==> src/rtl/data_mem_access_unit.sv <==
// Memory-stage load/store initiator: maps byte addresses to {row, col}, runs
// read-modify-write for sub-doubleword stores and extends load data.
module data_mem_access_unit #(
  parameter int unsigned MEM_ROWS = 32,
  parameter int unsigned MEM_COLS = 32
) (
  input  logic        clk,
  input  logic        rst_n,
  input  logic        req_valid,
  output logic        req_ready,
  input  logic        req_store,
  input  logic [1:0]  req_size,
  input  logic        req_signed,
  input  logic [63:0] req_addr,
  input  logic [63:0] req_wdata,
  output logic        resp_valid,
  output logic [63:0] resp_rdata,
  output logic        resp_fault,
  output logic [63:0] mem_address,
  output logic [63:0] mem_writeData,
  output logic        mem_read,
  output logic        mem_write,
  input  logic [63:0] mem_readData
);

  localparam int unsigned ENTRIES = MEM_ROWS * MEM_COLS;

  typedef enum logic [1:0] {IDLE, RD, WR, RESP} state_t;

  state_t      state_q, state_d;
  logic        store_q, signed_q, fault_q;
  logic [1:0]  size_q;
  logic [63:0] addr_q, wdata_q, line_q, rdata_q;

  logic        misaligned_c, out_of_range_c, fault_c;
  logic [2:0]  align_mask_c;
  logic [60:0] entry_c, row_c, col_c;
  logic [63:0] mem_addr_c;

  // Lane extraction with zero/sign extension from the lane MSB.
  function automatic logic [63:0] load_extract(input logic [63:0] d, input logic [2:0] off,
                                               input logic [1:0] sz, input logic sgn);
    logic [63:0] lane;
    lane = d >> {off, 3'b000};
    case (sz)
      2'd0:    load_extract = sgn ? {{56{lane[7]}},  lane[7:0]}  : {56'b0, lane[7:0]};
      2'd1:    load_extract = sgn ? {{48{lane[15]}}, lane[15:0]} : {48'b0, lane[15:0]};
      2'd2:    load_extract = sgn ? {{32{lane[31]}}, lane[31:0]} : {32'b0, lane[31:0]};
      default: load_extract = lane;
    endcase
  endfunction

  // Replace the addressed bytes of the captured doubleword with low bytes of wdata.
  function automatic logic [63:0] store_merge(input logic [63:0] line, input logic [63:0] wd,
                                              input logic [2:0] off, input logic [1:0] sz);
    logic [63:0] mask;
    case (sz)
      2'd0:    mask = 64'h0000_0000_0000_00FF;
      2'd1:    mask = 64'h0000_0000_0000_FFFF;
      2'd2:    mask = 64'h0000_0000_FFFF_FFFF;
      default: mask = 64'hFFFF_FFFF_FFFF_FFFF;
    endcase
    mask        = mask << {off, 3'b000};
    store_merge = (line & ~mask) | ((wd << {off, 3'b000}) & mask);
  endfunction

  // Accept-time fault check on the raw request.
  always_comb begin
    case (req_size)
      2'd0:    align_mask_c = 3'b000;
      2'd1:    align_mask_c = 3'b001;
      2'd2:    align_mask_c = 3'b011;
      default: align_mask_c = 3'b111;
    endcase
    misaligned_c   = (req_addr[2:0] & align_mask_c) != 3'b000;
    out_of_range_c = req_addr[63:3] >= 61'(ENTRIES);
    fault_c        = misaligned_c | out_of_range_c;
  end

  // Row/column mapping of the latched address.
  always_comb begin
    entry_c    = addr_q[63:3];
    row_c      = entry_c / 61'(MEM_COLS);
    col_c      = entry_c % 61'(MEM_COLS);
    mem_addr_c = {32'(row_c), 32'(col_c)};
  end

  always_ff @(posedge clk) begin
    if (!rst_n) state_q <= IDLE;
    else        state_q <= state_d;
  end

  always_comb begin
    state_d = state_q;
    case (state_q)
      IDLE: begin
        if (req_valid) begin
          if (fault_c)                         state_d = RESP;
          else if (req_store && req_size == 2'd3) state_d = WR;
          else                                 state_d = RD;
        end
      end
      RD:      state_d = store_q ? WR : RESP;
      WR:      state_d = RESP;
      default: state_d = IDLE;
    endcase
  end

  // Request latch, read capture and load result.
  always_ff @(posedge clk) begin
    if (!rst_n) begin
      store_q  <= 1'b0;
      signed_q <= 1'b0;
      fault_q  <= 1'b0;
      size_q   <= 2'd0;
      addr_q   <= 64'd0;
      wdata_q  <= 64'd0;
      line_q   <= 64'd0;
      rdata_q  <= 64'd0;
    end else begin
      case (state_q)
        IDLE: begin
          if (req_valid) begin
            store_q  <= req_store;
            signed_q <= req_signed;
            size_q   <= req_size;
            addr_q   <= req_addr;
            wdata_q  <= req_wdata;
            fault_q  <= fault_c;
            rdata_q  <= 64'd0;
          end
        end
        RD: begin
          line_q <= mem_readData;
          if (!store_q) rdata_q <= load_extract(mem_readData, addr_q[2:0], size_q, signed_q);
        end
        default: ;
      endcase
    end
  end

  // Outputs decoded from state; everything forced low while rst_n is low.
  always_comb begin
    req_ready     = 1'b0;
    resp_valid    = 1'b0;
    resp_rdata    = 64'd0;
    resp_fault    = 1'b0;
    mem_address   = 64'd0;
    mem_writeData = 64'd0;
    mem_read      = 1'b0;
    mem_write     = 1'b0;
    if (rst_n) begin
      case (state_q)
        IDLE: req_ready = 1'b1;
        RD: begin
          mem_read    = 1'b1;
          mem_address = mem_addr_c;
        end
        WR: begin
          mem_write     = 1'b1;
          mem_address   = mem_addr_c;
          mem_writeData = store_merge(line_q, wdata_q, addr_q[2:0], size_q);
        end
        default: begin
          resp_valid = 1'b1;
          resp_rdata = rdata_q;
          resp_fault = fault_q;
        end
      endcase
    end
  end

endmodule

==> config.mk <==
export PLATFORM = sky130hd
export DESIGN_NAME = data_mem_access_unit
export DESIGN_NICKNAME = d
export VERILOG_FILES = /design/src/rtl/data_mem_access_unit.sv
export SDC_FILE = /design/constraint.sdc
export NUM_CORES = 1
export LEC_CHECK = 0
export CORE_AREA = 4 4 223 225
export DETAILED_ROUTE_END_ITERATION = 12
export DIE_AREA = 0 0 227 229
export DONT_BUFFER_PORTS = 1
export SKIP_CTS_REPAIR_TIMING = 1
export SYNTH_ARGS = -nofsm -noshare
export SYNTH_HDL_FRONTEND = slang
export SYNTH_SLANG_ARGS = --single-unit
==> constraint.sdc <==
create_clock -name clk -period 5.5 [get_ports clk]
set_clock_uncertainty 0.15 [all_clocks]
set_input_delay 0.55 -clock clk [delete_from_list [all_inputs] [get_ports clk]]
set_output_delay 0.55 -clock clk [all_outputs]
set_load 0.02 [all_outputs]
Yosys cells after proc, flatten, opt, wreduce, memory -nomap -nowiden
Index checks and enable logic that the tools add are counted.
{"block": "word_totals", "register_bits": 239, "output_inout_bits": 197, "wordCells": 70}
{"block": "classes", "order_cmp": 1, "reduce_logical": 10, "n_eq_ne": 9, "n_bitwise": 6, "shifts": 3, "mux": 32}
{"operator": "two-way mux 64 bit", "count": 13}
{"operator": "one-hot mux 64 bit (3 select lines)", "count": 2}
{"operator": "AND 64 bit", "count": 2}
{"operator": "one-hot mux 64 bit (2 select lines)", "count": 1}
{"operator": "left shift 64 x 6 -> 64 bit", "count": 2}
{"operator": "inverter 64 bit", "count": 1}
{"operator": "OR 64 bit", "count": 1}
{"operator": ">> shifter 64 x 6 -> 64 bit", "count": 1}
{"operator": "greater-or-equal comparator 61 x 11 -> 1 bit, second input constant", "count": 1}
{"operator": "two-way mux 1 bit", "count": 11}
{"operator": "one-hot mux 3 bit (3 select lines)", "count": 1}
{"operator": "equality test 2 bit, second input constant", "count": 4}
{"operator": "equality test 2 x 1 -> 1 bit, second input constant", "count": 3}
{"operator": "logical NOT 2 bit", "count": 3}
{"operator": "two-way mux 2 bit", "count": 3}
{"operator": "one-hot mux 2 bit (3 select lines)", "count": 1}
{"operator": "!= test 2 bit, second input constant", "count": 2}
{"operator": "AND 3 bit", "count": 1}
{"operator": "AND reduction 3 bit", "count": 1}
{"operator": "nonzero test 3 bit", "count": 1}
{"operator": "OR reduction 3 bit", "count": 1}
{"operator": "AND reduction 2 bit", "count": 1}
{"operator": "nonzero test 2 bit", "count": 1}
{"operator": "OR reduction 2 bit", "count": 1}
{"operator": "2 further kinds", "count": 2}

Logic depth before layout (Yosys ltp)
Gate-level depths: netlist of run 1.
{"block": "depth", "ltp_word": 10, "ltp_mapped": 9, "depth_no_buf": 7}

Least setup slack after synthesis of run 1
No wires, ideal clock.
{"block": "synth_path", "kind": "register -> output", "startpoint": "reg addr_q[2]", "endpoint": "out mem_writeData[54]", "arrival_time_ns": 1.995, "stages_incl_launch_ff": 9, "slack_ns": 2.805, "path_buffers": 4, "path_cell_list": "dfxtp_1 -> buf_2 -> buf_4 -> buf_4 -> nor2_1 -> a221oi_4 -> buf_4 -> nor2_1 -> a211oi_1"}
{"block": "synth_between", "elab_chain_cells": 6}
{"item": "start, declared", "line_no": "33", "text": "logic [63:0] addr_q, wdata_q, line_q, rdata_q;"}
{"item": "start signal, assigned", "line_no": "127", "text": "addr_q <= req_addr;"}
{"item": "left shift 64 x 6 -> 64 bit", "line_no": "63", "text": "mask = mask << {off, 3'b000};"}
{"item": "inverter 64 bit", "line_no": "64", "text": "store_merge = (line & ~mask) | ((wd << {off, 3'b000}) & mask);"}
{"item": "AND 64 bit", "line_no": "64"}
{"item": "OR 64 bit *", "line_no": "64"}
{"item": "two-way mux 64 bit *", "line_no": "153", "text": "case (state_q)"}
{"item": "two-way mux 64 bit *", "line_no": "152", "text": "if (rst_n) begin"}
{"item": "end, declared", "line_no": "20", "text": "output logic [63:0] mem_writeData,"}
Every way passes the cells marked *; elsewhere a longest branch is shown, timed or not.

Worst setup path in the final report of run 1
{"block": "layout_path", "startpoint": "reg size_q[1]", "endpoint": "out mem_writeData[56]"}
{"block": "layout_between", "elab_chain_cells": 10}
{"item": "start, declared", "line_no": "32", "text": "logic [1:0] size_q;"}
{"item": "start signal, assigned", "line_no": "126", "text": "size_q <= req_size;"}
{"item": "equality test 2 bit, or another cell as far along", "line_no": "57", "text": "case (sz)"}
{"item": "one-hot mux 64 bit (3 select lines) *", "line_no": "57"}
{"item": "two-way mux 64 bit *", "line_no": "153"}
{"item": "two-way mux 64 bit *", "line_no": "152"}
{"item": "left shift 64 x 6 -> 64 bit *", "line_no": "63"}
{"item": "inverter 64 bit", "line_no": "64"}
{"item": "AND 64 bit", "line_no": "64"}
{"item": "OR 64 bit *", "line_no": "64"}
{"item": "two-way mux 64 bit *", "line_no": "153"}
{"item": "two-way mux 64 bit *", "line_no": "152"}
Every way passes the cells marked *; elsewhere a longest branch is shown, timed or not. The select of a mux whose other input is x is not followed.

==> results of run 1 <==
metal layers:
| metal | global-route usage | up-vias | routed length [microns] |
|---|---|---|---|
| li1 | - | 6259 | - |
| met1 | 0.285 | 6623 | 25400 |
| met2 | 0.348 | 822 | 28700 |
| met3 | 0.0679 | 130 | 6650 |
| met4 | 0.0632 | 4 | 2270 |
| met5 | 0 | - | 21 |
layout make-up:
type / count / area (sq um)
Clock inverter: 17 / 254
Tap cell: 615 / 769
Clock buffer: 34 / 787
Fill cell: 4894 / 31000
Inverter: 15 / 61.3
Timing Repair Buffer: 135 / 1300
Sequential cell: 239 / 4790
Multi-Input combinational cell: 1335 / 8560
placed cells by master (no fill, tap or decap), drive strengths merged, types with 8 or more instances in the layout:
cell type	synthesis	final
a211oi	42	42
a21oi	204	204
a221o	9	9
a221oi	8	8
a22o	9	9
a22oi	15	15
a2bb2oi	9	9
a31oi	26	26
and3	128	128
buf	90	20
clkbuf	106	34
clkinv	2	8
conb	1	27
dfxtp	239	239
dlygate4sd3	0	115
inv	13	15
mux2	13	13
mux2i	154	154
mux4	35	35
nand2	321	321
nand3	20	20
nor2	134	134
nor2b	13	13
nor4	13	13
o211a	8	8
o211ai	11	11
o21ai	37	37
o221ai	8	8
o22ai	9	9
o2bb2ai	14	14
or3	9	9
final timing paths:
check / slack (ns) / to / depth (start not counted) / start
worst min-delay path: -0.01 / line_q[45] / 2 / mem_readData[45]
worst max register to register: 1.65 / rdata_q[59] / 6 / addr_q[1]
worst max-delay path: 1.21 / mem_writeData[56] / 6 / size_q[1]
worst min register to register: 0.30 / rdata_q[10] / 2 / rdata_q[10]
metrics by stage:
step	util	std cells	hold WS (ns)	instance area, sq um	setup slack (ns)
final	0.348	2390	-0.0116	16500	1.21
after global routing	0.348	2390	0.000168	16500	1.05
after CTS	0.323	2275	-0.0791	15400	1.27
after detailed placement	0.301	2224	0.292	14300	1.71
after global placement	0.301	2224	0.289	14300	1.81
after floorplan	-	1785	0.267	14400	2.80
kinds of logic after synthesis:
logic type               count (synthesis)  synth area share
AND/OR/NAND/NOR                        668             0.212
AO/OA/AOI/OAI                          434             0.201
flip-flops                             239             0.336
buffers and inverters                  211            0.0735
multiplexers                           202             0.174
adder cells (fa/ha/maj)                  4           0.00351
other                                    1          0.000263
flip-flops by register name, summed over array words and instances (netlist names):
name and cells:
signed_q 1, rdata_q 64, line_q 64, state_q 2, addr_q 40, fault_q 1, size_q 2, store_q 1
wdata_q 64
power groups by stage:
stage	clock network [mW]	logic (mW)	registers (mW)
4_1_cts	2.16	2.51	2.36
3_3_place_gp	0	2.48	2.39
5_1_grt	2.22	2.84	2.40
3_5_place_dp	0	2.50	2.40
2_1_floorplan	0	2.06	2.18
6_report	2.12	2.61	2.37
critical path: stages, from the launching register on:
cell and delay (ns):
dfxtp_1 0.63, and2_1 0.20, buf_4 0.34, nor2_1 0.11, nor2_1 0.96, nor2_1 0.08
a211oi_1 0.69
==> results.yml, run 1 <==
status:
  outcome: "finished with violations"
  violations: "hold timing"
clocking:
  clockBufferDepth: 3
  numCtsBuffers: 28
  cts_tree: "built"
  cts_sinks: 239
  clk_pin_slew_ns: 0.07
  root_buffer: "clkbuf_16"
  cts_max_level: 1
  clock_latency_ns: 0.56
global_route:
  grt_max_degree: 143
  grt_pass1_wl_microns: 86000
  grt_usage: 0.218
  antenna_found_initial: 4
  first_global_vias: 12500
  grt.overflow.total: 0
logic_synthesis:
  ys_warn_count: 0
  syn-mean-instance-area_sq_um: 8.10
  async_flop_share: 0
  seq_area_frac_synth: 0.336
  dominantRegCellSynth: "dfxtp_1"
  synth_area_leader_cell: "dfxtp_1"
  synth.most_common_cell: "nand2_1"
  synthesis.area_sq_mm: 0.0143
  synth_edf_count: 0
  yosysUniqueCellTypes: 68
  ys_ff_latch: 239
  ys_top_cells_by_count: "nand2_1, dfxtp_1, a21oi_1"
  synthTopCellsByArea: "dfxtp_1, mux2i_1, nand2_1"
  synth_top_area_share: 0.336
  synth_cells: 1759
finish:
  n_antenna_cell: 0
  fin_nets: 1957
  drive_above_1_share: 0.0862
  area_growth_pct: 15.9
power:
  p_comb_frac: 0.367
  power.total_mw: 7.10
  power.leakage_nw: 6.08
  ir_worst_vdd_mv: 0.240
  seqPwrFrac: 0.334
  p_clk_frac: 0.299
  power_density_mw_per_mm2: 430
  power.switching_mw: 2.87
  switching_share: 0.404
  p_int_mw: 4.23
placement:
  finalWeightedCongestion: 0.961
  dp_hpwl_microns: 45200
  numPortBuffers: 0
hold_path:
  min_path_type: "in -> reg"
floorplanning:
  dieArea_sq_mm: 0.0520
  row_count: 80
  die_w_microns: 227
  fp.dieH_microns: 229
  pin_count: 396
  core_sq_mm: 0.0475
  start_util: 0.300
sta:
  fin_hold_ws_ns: -0.0116
  fmax_mhz: 233
  max_slew_margin: 0.162
  hold_viol: 15
  period_needed_ns: 4.29
  drv_slew: 0
  fin_crit_sh: 0.780
  worst_slew_pin_slew_ns: 1.25
  setup-tns-final_ns: 0
  setup_viol: 0
  rsz0062_at_grt: "false"
drt:
  wl_microns: 63100
  dr.pass1.iters: 5
  drc_errors: 0
  antenna_left: 0
  wire_per_inst_microns: 26.4
  drt_iter0_drc: 1355
  vias_per_cell: 5.79
  vias: 13800
critical_path:
  cp-end-kind: "output port"
  path_class: "reg -> out"
  cp_max_fo: 34
  worst_setup_path_start_kind: "flip-flop"
  critPathArrivalTime_ns: 3.59
  crit_required_ns: 4.80
flow_run:
  drv_cap: 0
(Power assumes the default switching activity.)
==> run 2: changes to the inputs <==
==> constraint.sdc (replaced) <==
create_clock -name clk -period 4.25 [get_ports clk]
set_clock_uncertainty 0.15 [all_clocks]
set_input_delay 0.425 -clock clk [delete_from_list [all_inputs] [get_ports clk]]
set_output_delay 0.425 -clock clk [all_outputs]
set_load 0.02 [all_outputs]
==> run 2 against run 1 <==
  * The flow now finishes without violations
  * Cell area rose by 5.5%
  * Power up 31%
  * Register-to-register slack got worse by 0.66 ns
  * Non-clock buffer count up 94
  * First-iteration DRC count rose by 10%
  * Sequential cell count stayed put
  * Via count is 2.9% higher
  * Sequential power up 29%
  * Critical path type unchanged
==> results.yml, run 2 (synthesis gave the netlist of run 1 again) <==
power:
  ir_worst_vdd_mv: 0.344
  power.switching_mw: 3.73
  p_clk_frac: 0.300
  power.total_mw: 9.33
  p_int_mw: 5.60
  switching_share: 0.400
  power_density_mw_per_mm2: 535
  seqPwrFrac: 0.328
  p_comb_frac: 0.372
  power.leakage_nw: 6.54
clocking:
  clock_latency_ns: 0.60
  cts_sinks: 239
  cts_max_level: 1
  cts_tree: "built"
  clockBufferDepth: 3
  clk_pin_slew_ns: 0.06
  root_buffer: "clkbuf_16"
  numCtsBuffers: 30
critical_path:
  crit_path_top_delay_cell: "dfxtp_4"
  cp-end-kind: "output port"
  worst_setup_path_start_kind: "flip-flop"
  crit_required_ns: 3.67
  path_class: "reg -> out"
  critPathArrivalTime_ns: 3.34
  cp_max_fo: 61
  crit_chain: "inv_2 > a21oi_2 > nor2_1 > a211oi_1 > buf_4"
  cpPeakStageDelay_ns: 0.81
sta:
  max_slew_margin: 0.208
  drv_slew: 0
  worst_slew_pin_slew_ns: 1.18
  fmax_mhz: 255
  fin_hold_ws_ns: 0.0219
  fin_crit_sh: 0.921
  setup-tns-final_ns: 0
  rsz0062_at_grt: "false"
  period_needed_ns: 3.91
  setup_viol: 0
  hold_viol: 0
hold_path:
  min_path_type: "in -> reg"
status:
  outcome: "finished clean"
global_route:
  antenna_found_initial: 5
  first_global_vias: 12600
  grt_pass1_wl_microns: 86000
  grt_max_degree: 143
  grt_usage: 0.217
  grt.overflow.total: 0
finish:
  fillers: 4865
  seqCellArea_sq_mm: 0.00479
  layout_common_cells: "nand2_1, dfxtp_1, a21oi_1"
  drive_above_1_share: 0.103
  final_cell_count_no_fill: 2491
  multi_input_area_sq_mm: 0.00855
  largestRegisters: "line_q (64), rdata_q (64), wdata_q (64)"
  fin_nets: 2053
  area_growth_pct: 22.3
  final_area_sq_mm: 0.0174
  final_common_cell: "nand2_1"
placement:
  dp_hpwl_microns: 45000
  place_area_sq_mm: 0.0146
  finalWeightedCongestion: 0.987
  dp.cells: 2261
  numPortBuffers: 0
floorplanning:
  die_w_microns: 227
  core_sq_mm: 0.0475
  pin_count: 396
  fp.dieH_microns: 229
  start_util: 0.300
  row_count: 80
  dieArea_sq_mm: 0.0520
drt:
  wire_per_inst_microns: 25.9
  drc_errors: 0
  vias: 14200
  wl_microns: 64600
  drt_iter0_drc: 1494
  dr.pass1.iters: 6
  antenna_left: 0
  vias_per_cell: 5.71
flow_run:
  drv_cap: 0
==> run 2: cell types whose count changed in the layout (fill, tap and decap cells not counted), moves of 2 or more <==
cell	before	now
clkbuf_8	0	5
clkinv_2	5	3
dlygate4sd3_1	115	172
diode_2	0	4
buf_4	20	56
==> run 2: power by group through the flow <==
| stage | logic (mW) | registers, mW | clock network, mW |
|---|---|---|---|
| after global routing | 3.76 | 3.09 | 2.93 |
| after detailed placement | 3.26 | 3.08 | 0 |
| final | 3.47 | 3.06 | 2.80 |
| after floorplan | 2.67 | 2.82 | 0 |
| after CTS | 3.27 | 3.04 | 2.84 |
| after global placement | 3.22 | 3.08 | 0 |
==> run 2: cell type report <==
| type | instances | share of cell area |
|---|---|---|
| antenna | 4 | 0.000574 |
| clock buffer | 40 | 0.0493 |
| clock inverter | 14 | 0.0133 |
| inverter | 15 | 0.00352 |
| multi-input combinational | 1335 | 0.490 |
| sequential | 239 | 0.275 |
| tap | 615 | 0.0441 |
| timing repair buffer | 229 | 0.124 |
==> run 2: worst paths after layout <==
path                    from                 to  slack [ns]  cells past startpoint
setup reg to reg   addr_q[0]        rdata_q[60]        0.99                      7
hold reg to reg   addr_q[14]         addr_q[14]        0.30                      2
setup / recovery   addr_q[0]  mem_writeData[14]        0.34                      5
hold / removal     req_valid         state_q[0]        0.02                      3
==> run 2: stage by stage <==
step           utilization  setup WS, ns
2_1_floorplan            -          1.68
4_1_cts              0.330         0.385
3_3_place_gp         0.307          1.08
5_1_grt              0.367         0.215
6_report             0.367         0.336
3_5_place_dp         0.307          1.04
==> run 2: metal layers <==
metal	wire length, microns	GRT usage	part of all wire
met3	7150	0.0629	0.11
met1	26000	0.284	0.40
met2	28200	0.340	0.44
met5	68	0	0.0011
met4	3160	0.0785	0.049
==> run 2: critical path, delay by kind of cell, from the launching register on <==
kind | cells | cell delay, ns
buf+inv | 2 | 0.64
flops | 1 | 0.81
compound gates | 2 | 1.17
simple gates | 1 | 0.08
